[src/rtl/clk_meter.sv]
`default_nettype none
// ============================================================================
// Module   : clk_meter
// Brief    : Measures one clk_in period in clk cycles and decodes the divider.
// Revision : 1.0 - initial release
// ============================================================================
module clk_meter #(
    parameter int TIMEOUT = 1023
) (
    input  logic       clk,
    input  logic       rst,
    input  logic       clk_in,
    input  logic       start,
    output logic       busy,
    output logic       valid,
    output logic [9:0] period,
    output logic [2:0] prog_det,
    output logic       err
);

    localparam int            CW        = $clog2(TIMEOUT + 1);
    localparam logic [CW-1:0] C_TIMEOUT = CW'(TIMEOUT);

    typedef enum logic [1:0] {
        S_IDLE  = 2'd0,
        S_ARM   = 2'd1,
        S_COUNT = 2'd2,
        S_DONE  = 2'd3
    } state_t;

    state_t        state_q, state_d;
    logic [CW-1:0] cnt_q, cnt_d;
    logic [9:0]    period_q, period_d;
    logic [2:0]    prog_q, prog_d;
    logic          err_q, err_d;
    logic          busy_q, busy_d;
    logic          valid_q, valid_d;
    logic          sync1_q, sync2_q, hist_q;
    logic          w_rise;
    logic          w_dec_ok;
    logic [2:0]    w_dec_k;

    assign w_rise = sync2_q & ~hist_q;

    // Legal periods are exactly 2^(k+1), k = 0..7
    always_comb begin
        w_dec_ok = 1'b0;
        w_dec_k  = 3'd0;
        for (int k = 0; k < 8; k++) begin
            if (32'(cnt_q) == (32'd2 << k)) begin
                w_dec_ok = 1'b1;
                w_dec_k  = 3'(k);
            end
        end
    end

    always_comb begin
        state_d  = state_q;
        cnt_d    = cnt_q;
        period_d = period_q;
        prog_d   = prog_q;
        err_d    = err_q;
        case (state_q)
            S_IDLE: begin
                if (start) begin
                    state_d = S_ARM;
                    cnt_d   = '0;
                end
            end
            S_ARM: begin
                if (w_rise) begin
                    state_d = S_COUNT;
                    cnt_d   = CW'(1);
                end else if (cnt_q == C_TIMEOUT) begin
                    state_d  = S_DONE;
                    period_d = 10'(TIMEOUT);
                    prog_d   = 3'd0;
                    err_d    = 1'b1;
                end else begin
                    cnt_d = cnt_q + CW'(1);
                end
            end
            S_COUNT: begin
                // cnt_q already equals the cycles elapsed since the first rise
                if (w_rise) begin
                    state_d  = S_DONE;
                    period_d = 10'(cnt_q);
                    prog_d   = w_dec_ok ? w_dec_k : 3'd0;
                    err_d    = ~w_dec_ok;
                end else if (cnt_q == C_TIMEOUT) begin
                    state_d  = S_DONE;
                    period_d = 10'(TIMEOUT);
                    prog_d   = 3'd0;
                    err_d    = 1'b1;
                end else begin
                    cnt_d = cnt_q + CW'(1);
                end
            end
            S_DONE: begin
                state_d = S_IDLE;
            end
            default: begin
                state_d = S_IDLE;
            end
        endcase
        busy_d  = (state_d != S_IDLE);
        valid_d = (state_d == S_DONE);
    end

    always_ff @(posedge clk or negedge rst) begin
        if (!rst) begin
            state_q  <= S_IDLE;
            cnt_q    <= '0;
            period_q <= '0;
            prog_q   <= '0;
            err_q    <= 1'b0;
            busy_q   <= 1'b0;
            valid_q  <= 1'b0;
            sync1_q  <= 1'b0;
            sync2_q  <= 1'b0;
            hist_q   <= 1'b0;
        end else begin
            state_q  <= state_d;
            cnt_q    <= cnt_d;
            period_q <= period_d;
            prog_q   <= prog_d;
            err_q    <= err_d;
            busy_q   <= busy_d;
            valid_q  <= valid_d;
            sync1_q  <= clk_in;
            sync2_q  <= sync1_q;
            hist_q   <= sync2_q;
        end
    end

    assign busy     = busy_q;
    assign valid    = valid_q;
    assign period   = period_q;
    assign prog_det = prog_q;
    assign err      = err_q;

endmodule
`default_nettype wire
[config.mk]
export PLATFORM = sky130hd
export DESIGN_NAME = clk_meter
export DESIGN_NICKNAME = d
export VERILOG_FILES = /design/src/rtl/clk_meter.sv
export SDC_FILE = /design/constraint.sdc
export NUM_CORES = 1
export LEC_CHECK = 0
export CAP_MARGIN = 20
export CORE_MARGIN = 4
export CORE_UTILIZATION = 35
export CTS_CLUSTER_DIAMETER = 50
export DETAILED_ROUTE_END_ITERATION = 12
export DONT_BUFFER_PORTS = 1
export SYNTH_ARGS = -nofsm -noshare
export SYNTH_HDL_FRONTEND = slang
export SYNTH_SLANG_ARGS = --single-unit
[constraint.sdc]
create_clock -name clk -period 4 [get_ports clk]
set_input_delay 0.2 -clock clk [delete_from_list [all_inputs] [get_ports clk]]
set_output_delay 0.2 -clock clk [all_outputs]
set_load 0.01 [all_outputs]
* Word level (Yosys, flattened, before mapping)
Cells that the tools add are included.
Cells by class: $add $sub $neg 1, eq/ne operators 16, mux-type cells 38, bitwise operators 3, reduce and logical (&&, ||, !) cells 6
Operator list (count):
- $mux 10 | 7
- $mux 3 | 10
- $pmux 10 s3 | 1
- $pmux 10 s2 | 1
- $mux 1 | 12
- $add 10x1->10 const B | 1
- $eq 10x10->1 const B | 1
- $eq 10x2->1 const B | 1
- $eq 10x3->1 const B | 1
- $eq 10x4->1 const B | 1
- $eq 10x5->1 const B | 1
- $eq 10x6->1 const B | 1
- $eq 10x7->1 const B | 1
- $eq 10x8->1 const B | 1
- $eq 10x9->1 const B | 1
- $mux 2 | 4
- $pmux 2 s4 | 1
- $eq 2x2->1 const B | 3
- $ne 2x2->1 const B | 3
- $pmux 3 s2 | 1
- $reduce_bool 2->1 | 2
- $reduce_and 3->1 | 1
- $reduce_bool 3->1 | 1
- $eq 2x1->1 const B | 1
- 5 further kinds | 6
Storage, ports and cells: register bits after elaboration 31, output and inout bits 16, word-level logic and storage cells 74

* Longest topological paths before layout
word-level depth 12, depth in mapped cells 8, gate-level depth less buffers 6

* Worst setup path after synthesis
Ideal clock, no wire load.
kind reg-to-reg, start reg state_q[0], end reg cnt_q[3], setup time 0.079 ns, arrival 1.871 ns, slack 2.050 ns, stages on the path, launching flop included 8, buffers on the path 2, cells stage by stage dfrtp_1 inv_1 ha_1 buf_2 a221o_1 buf_6 or4_1 a21oi_1
On the way: cells in the longest elaborated chain, start to end 3
Ends and longest elaborated chain:
- start, declared | RTL line 31 | state_t state_q, state_d;
- start signal, assigned | RTL line 123 | state_q <= state_d;
- $eq 2x2->1, or another cell as far along | RTL line 63 | case (state_q)
- $ne 2x2->1 (no source line) / $reduce_bool 3->1 (equally long branches)
- $reduce_and 3->1 (no source line)
- end signal, assigned | RTL line 124 | cnt_q <= cnt_d;
- end, declared | RTL line 32 | logic [CW-1:0] cnt_q, cnt_d;
Parallel ways exist; a longest one is shown, timed or not. A chain may end at the register's enable or synchronous reset.

* Worst setup path in the final report
start reg state_q[0], end reg cnt_q[0]
Same word-level chain as after synthesis.

==> impl_results.md <==
* Combinational share of power at 0.306
* Worst vdd ir at 394 µV
* Measured slew at the worst slew-check pin at 0.745 ns
* Leak at 0.000736 µW
* Initial Util at 0.365
* Initial antenna violation count at 0
* Setup TNS at 0 ns
* Vias per cell at 5.37
* Final hold vios at 0
* Crit path time final at 2.23 ns
* Total Power at 1170 µW
* Mapped Area at 0.00175 mm²
* Post-synthesis net count at 192
* Final setup fails at 0
* First-pass GRT wire length at 6590 µm
* WL met3 at 144 µm
* WL met2 at 1720 µm
* Post-synth EDFFs at 0
* Num rows at 25
* Startpoint types: flop
* Vias in the first global route at 1324
* DR iter-0 viols at 137
* DP Area at 0.00176 mm²
* CTS tree: yes
* Global placer's final weighted congestion at 0.769
* Die Y at 78.6 µm
* Synth Flop Type: dfrtp_1
* Fin util at 0.401
* Clock skew at 0.00543 ns
* # diodes at 0
* Crit path from: state_q[0]
* R2R Setup Slk at 1.77 ns
* NetSw at 428 µW
* IO Pins at 20
* Nets at 188
* Largest net degree at the start of global routing at 32
* Sequential cell fraction of total power at 0.422
* Worst-Skew Late Latency at 0.28 ns
* Critical path required time at 4.18 ns
* Seq/Total Area, Yosys at 0.444
* Worst Hold Launch: start
* Total GRT Usage at 0.133
* Worst setup EP type: flop
* Internal power at 739 µW
* Max Used Layer: met4
* Final Instance Area at 0.00192 mm²
* Sw frac at 0.367
* CTS Buf Count at 5
* Routed Wire Length at 3680 µm
* CTS max path bufs at 2
* Die area at 0.00618 mm²
* Syn-to-layout area delta at 9.82%
* Hold/Removal Path Class: in2reg
* Cells after Synth at 181
* Detailed-placement wirelength estimate at 2520 µm
* CTS clock-pin slew for the worst setup and hold paths at 0.06 ns
* Routed via count at 1316
* CP arrival at 2.40 ns
* Max-cap violations at 0
* DRT met1 WL at 1780 µm
* Worst hold slack at 0.131 ns
* Die W at 78.6 µm
* H-tree levels at 2
* Residual DRC at 0
* Number of post-CTS setup repair buffers at 0
* Outcome: completed
* Root Buffer Master: clkbuf_8
* Avg Inst Size Synth at 9.64 µm²
* Max Fanout on Critical Path at 22
* Routed Antenna Nets at 0
* Synth cell types at 44
* Drt first pass iters at 4
* Fraction of layout cells with a size suffix above 1 at 0.0730
* RSZ-0062 raised after global routing: false
* RR Startpoint: state_q[0]
* Routed WL per cell at 15.0 µm
* Pwr per Cell Area at 609 mW/mm²
* # clock sinks at 31
* WS Path Type: reg2reg
* Total grt overflow at 0
* Core area at 0.00479 mm²
* Worst slew margin at 0.498
* Synth warnings at 0
* Async SR Flop Fraction at 1.00
* PortBufs at 0
* Fmax at 449 MHz
* Clk pwr share at 0.273
* Period utilisation layout at 0.557
* Fin. max-slew vios at 0
* Synth Register Bits at 31
==> layout by cell type (no fill, tap or decap), types with 3 or more instances in the layout <==
master | netlist | routed
inv_1 | 9 | 9
nand3b_1 | 3 | 3
nand4_1 | 4 | 4
or4_1 | 4 | 4
nand2b_1 | 5 | 5
and4_1 | 3 | 3
ha_1 | 7 | 7
nand2_1 | 7 | 7
dfrtp_1 | 31 | 31
clkbuf_8 | 0 | 6
nor3_1 | 6 | 6
o31ai_1 | 5 | 5
a21oi_1 | 9 | 9
mux2i_1 | 3 | 3
nand3_1 | 4 | 4
nor2_1 | 16 | 16
o21ai_0 | 11 | 11
o22a_1 | 8 | 8
a211oi_1 | 3 | 3
==> routing by layer <==
layer | track usage | vias to the layer above
met3 | 0.0378 | 4
li1 | - | 655
met2 | 0.205 | 25
met1 | 0.181 | 632
met5 | 0 | -
met4 | 0.0420 | 0
==> worst max-delay path: stages, from the launching register on <==
cell	delay, ns
dfrtp_1	0.44
inv_1	0.10
ha_1	0.32
a221o_1	0.65
mux2_1	0.38
a311oi_1	0.25
==> layout make-up <==
type | count | area (µm²)
clock inverter | 2 | 35.0
timing repair buffer | 3 | 40.0
clock buffer | 6 | 82.6
sequential | 31 | 776
inverter | 9 | 33.8
fill | 456 | 2870
multi-input combinational | 127 | 866
tap | 67 | 83.8
==> worst paths after layout <==
| kind | end | cells after the start |
|---|---|---|
| worst max-delay path | cnt_q[0] | 5 |
| max in group asynchronous | cnt_q[7] | 2 |
| worst min register to register | sync2_q | 0 |
| min in group asynchronous | prog_det[1] | 2 |
| worst min-delay path | state_q[1] | 2 |
| worst max register to register | cnt_q[0] | 5 |
==> metrics by stage <==
step,cells,setup slack [ns]
floorplan,181,2.05
global placement,234,1.83
detailed placement,234,1.80
CTS,245,1.78
global route,245,1.57
finish,245,1.77
==> kinds of logic after synthesis <==
| logic type | after synthesis | synth area share |
|---|---|---|
| DFF | 31 | 0.444 |
| adders and majority gates | 7 | 0.0502 |
| muxes | 4 | 0.0237 |
| xor gates and xnor gates | 2 | 0.0100 |
| and+or+nand+nor | 63 | 0.206 |
| AOI/OAI and AO/OA | 51 | 0.206 |
| buffers and inverters | 23 | 0.0595 |
==> registers in the layout, indices dropped and copies added, names as in the netlist <==
name      flops
period       10
sync2_q       1
valid         1
state_q       2
cnt_q        10
sync1_q       1
busy          1
hist_q        1
prog_det      3
err           1
==> Yosys cell counts (2+ instances only) <==
| master | n | area (µm²) |
|---|---|---|
| dfrtp_1 | 31 | 776 |
| nor2_1 | 16 | 60.1 |
| o21ai_0 | 11 | 55.1 |
| clkbuf_1 | 10 | 37.5 |
| a21oi_1 | 9 | 45.0 |
| inv_1 | 9 | 33.8 |
| o22a_1 | 8 | 70.1 |
| ha_1 | 7 | 87.6 |
| nand2_1 | 7 | 26.3 |
| nor3_1 | 6 | 30.0 |
| nand2b_1 | 5 | 31.3 |
| o31ai_1 | 5 | 37.5 |
| nand3_1 | 4 | 20.0 |
| nand4_1 | 4 | 25.0 |
| or4_1 | 4 | 30.0 |
| a211oi_1 | 3 | 22.5 |
| and4_1 | 3 | 26.3 |
| mux2i_1 | 3 | 30.0 |
| nand3b_1 | 3 | 22.5 |
| a221o_1 | 2 | 20.0 |
| and3_1 | 2 | 12.5 |
| buf_2 | 2 | 10.0 |
| buf_6 | 2 | 22.5 |
| nand4bb_1 | 2 | 22.5 |
| nor4_1 | 2 | 12.5 |
| or2_2 | 2 | 12.5 |
| xor2_1 | 2 | 17.5 |
==> timing repair <==
action                                 4_1_cts  5_1_grt
endpoints found under the hold margin       32        0
hold buffers                                 3        0
gates resized for setup                      0        0
==> power groups by stage <==
stage / sequential, µW / clock (µW) / combinational (µW)
2_1_floorplan: 477 / 0 / 302
3_3_place_gp: 499 / 0 / 343
3_5_place_dp: 499 / 0 / 347
4_1_cts: 494 / 331 / 359
5_1_grt: 504 / 347 / 408
6_report: 492 / 318 / 357
Power figures use the tool's default switching activity.
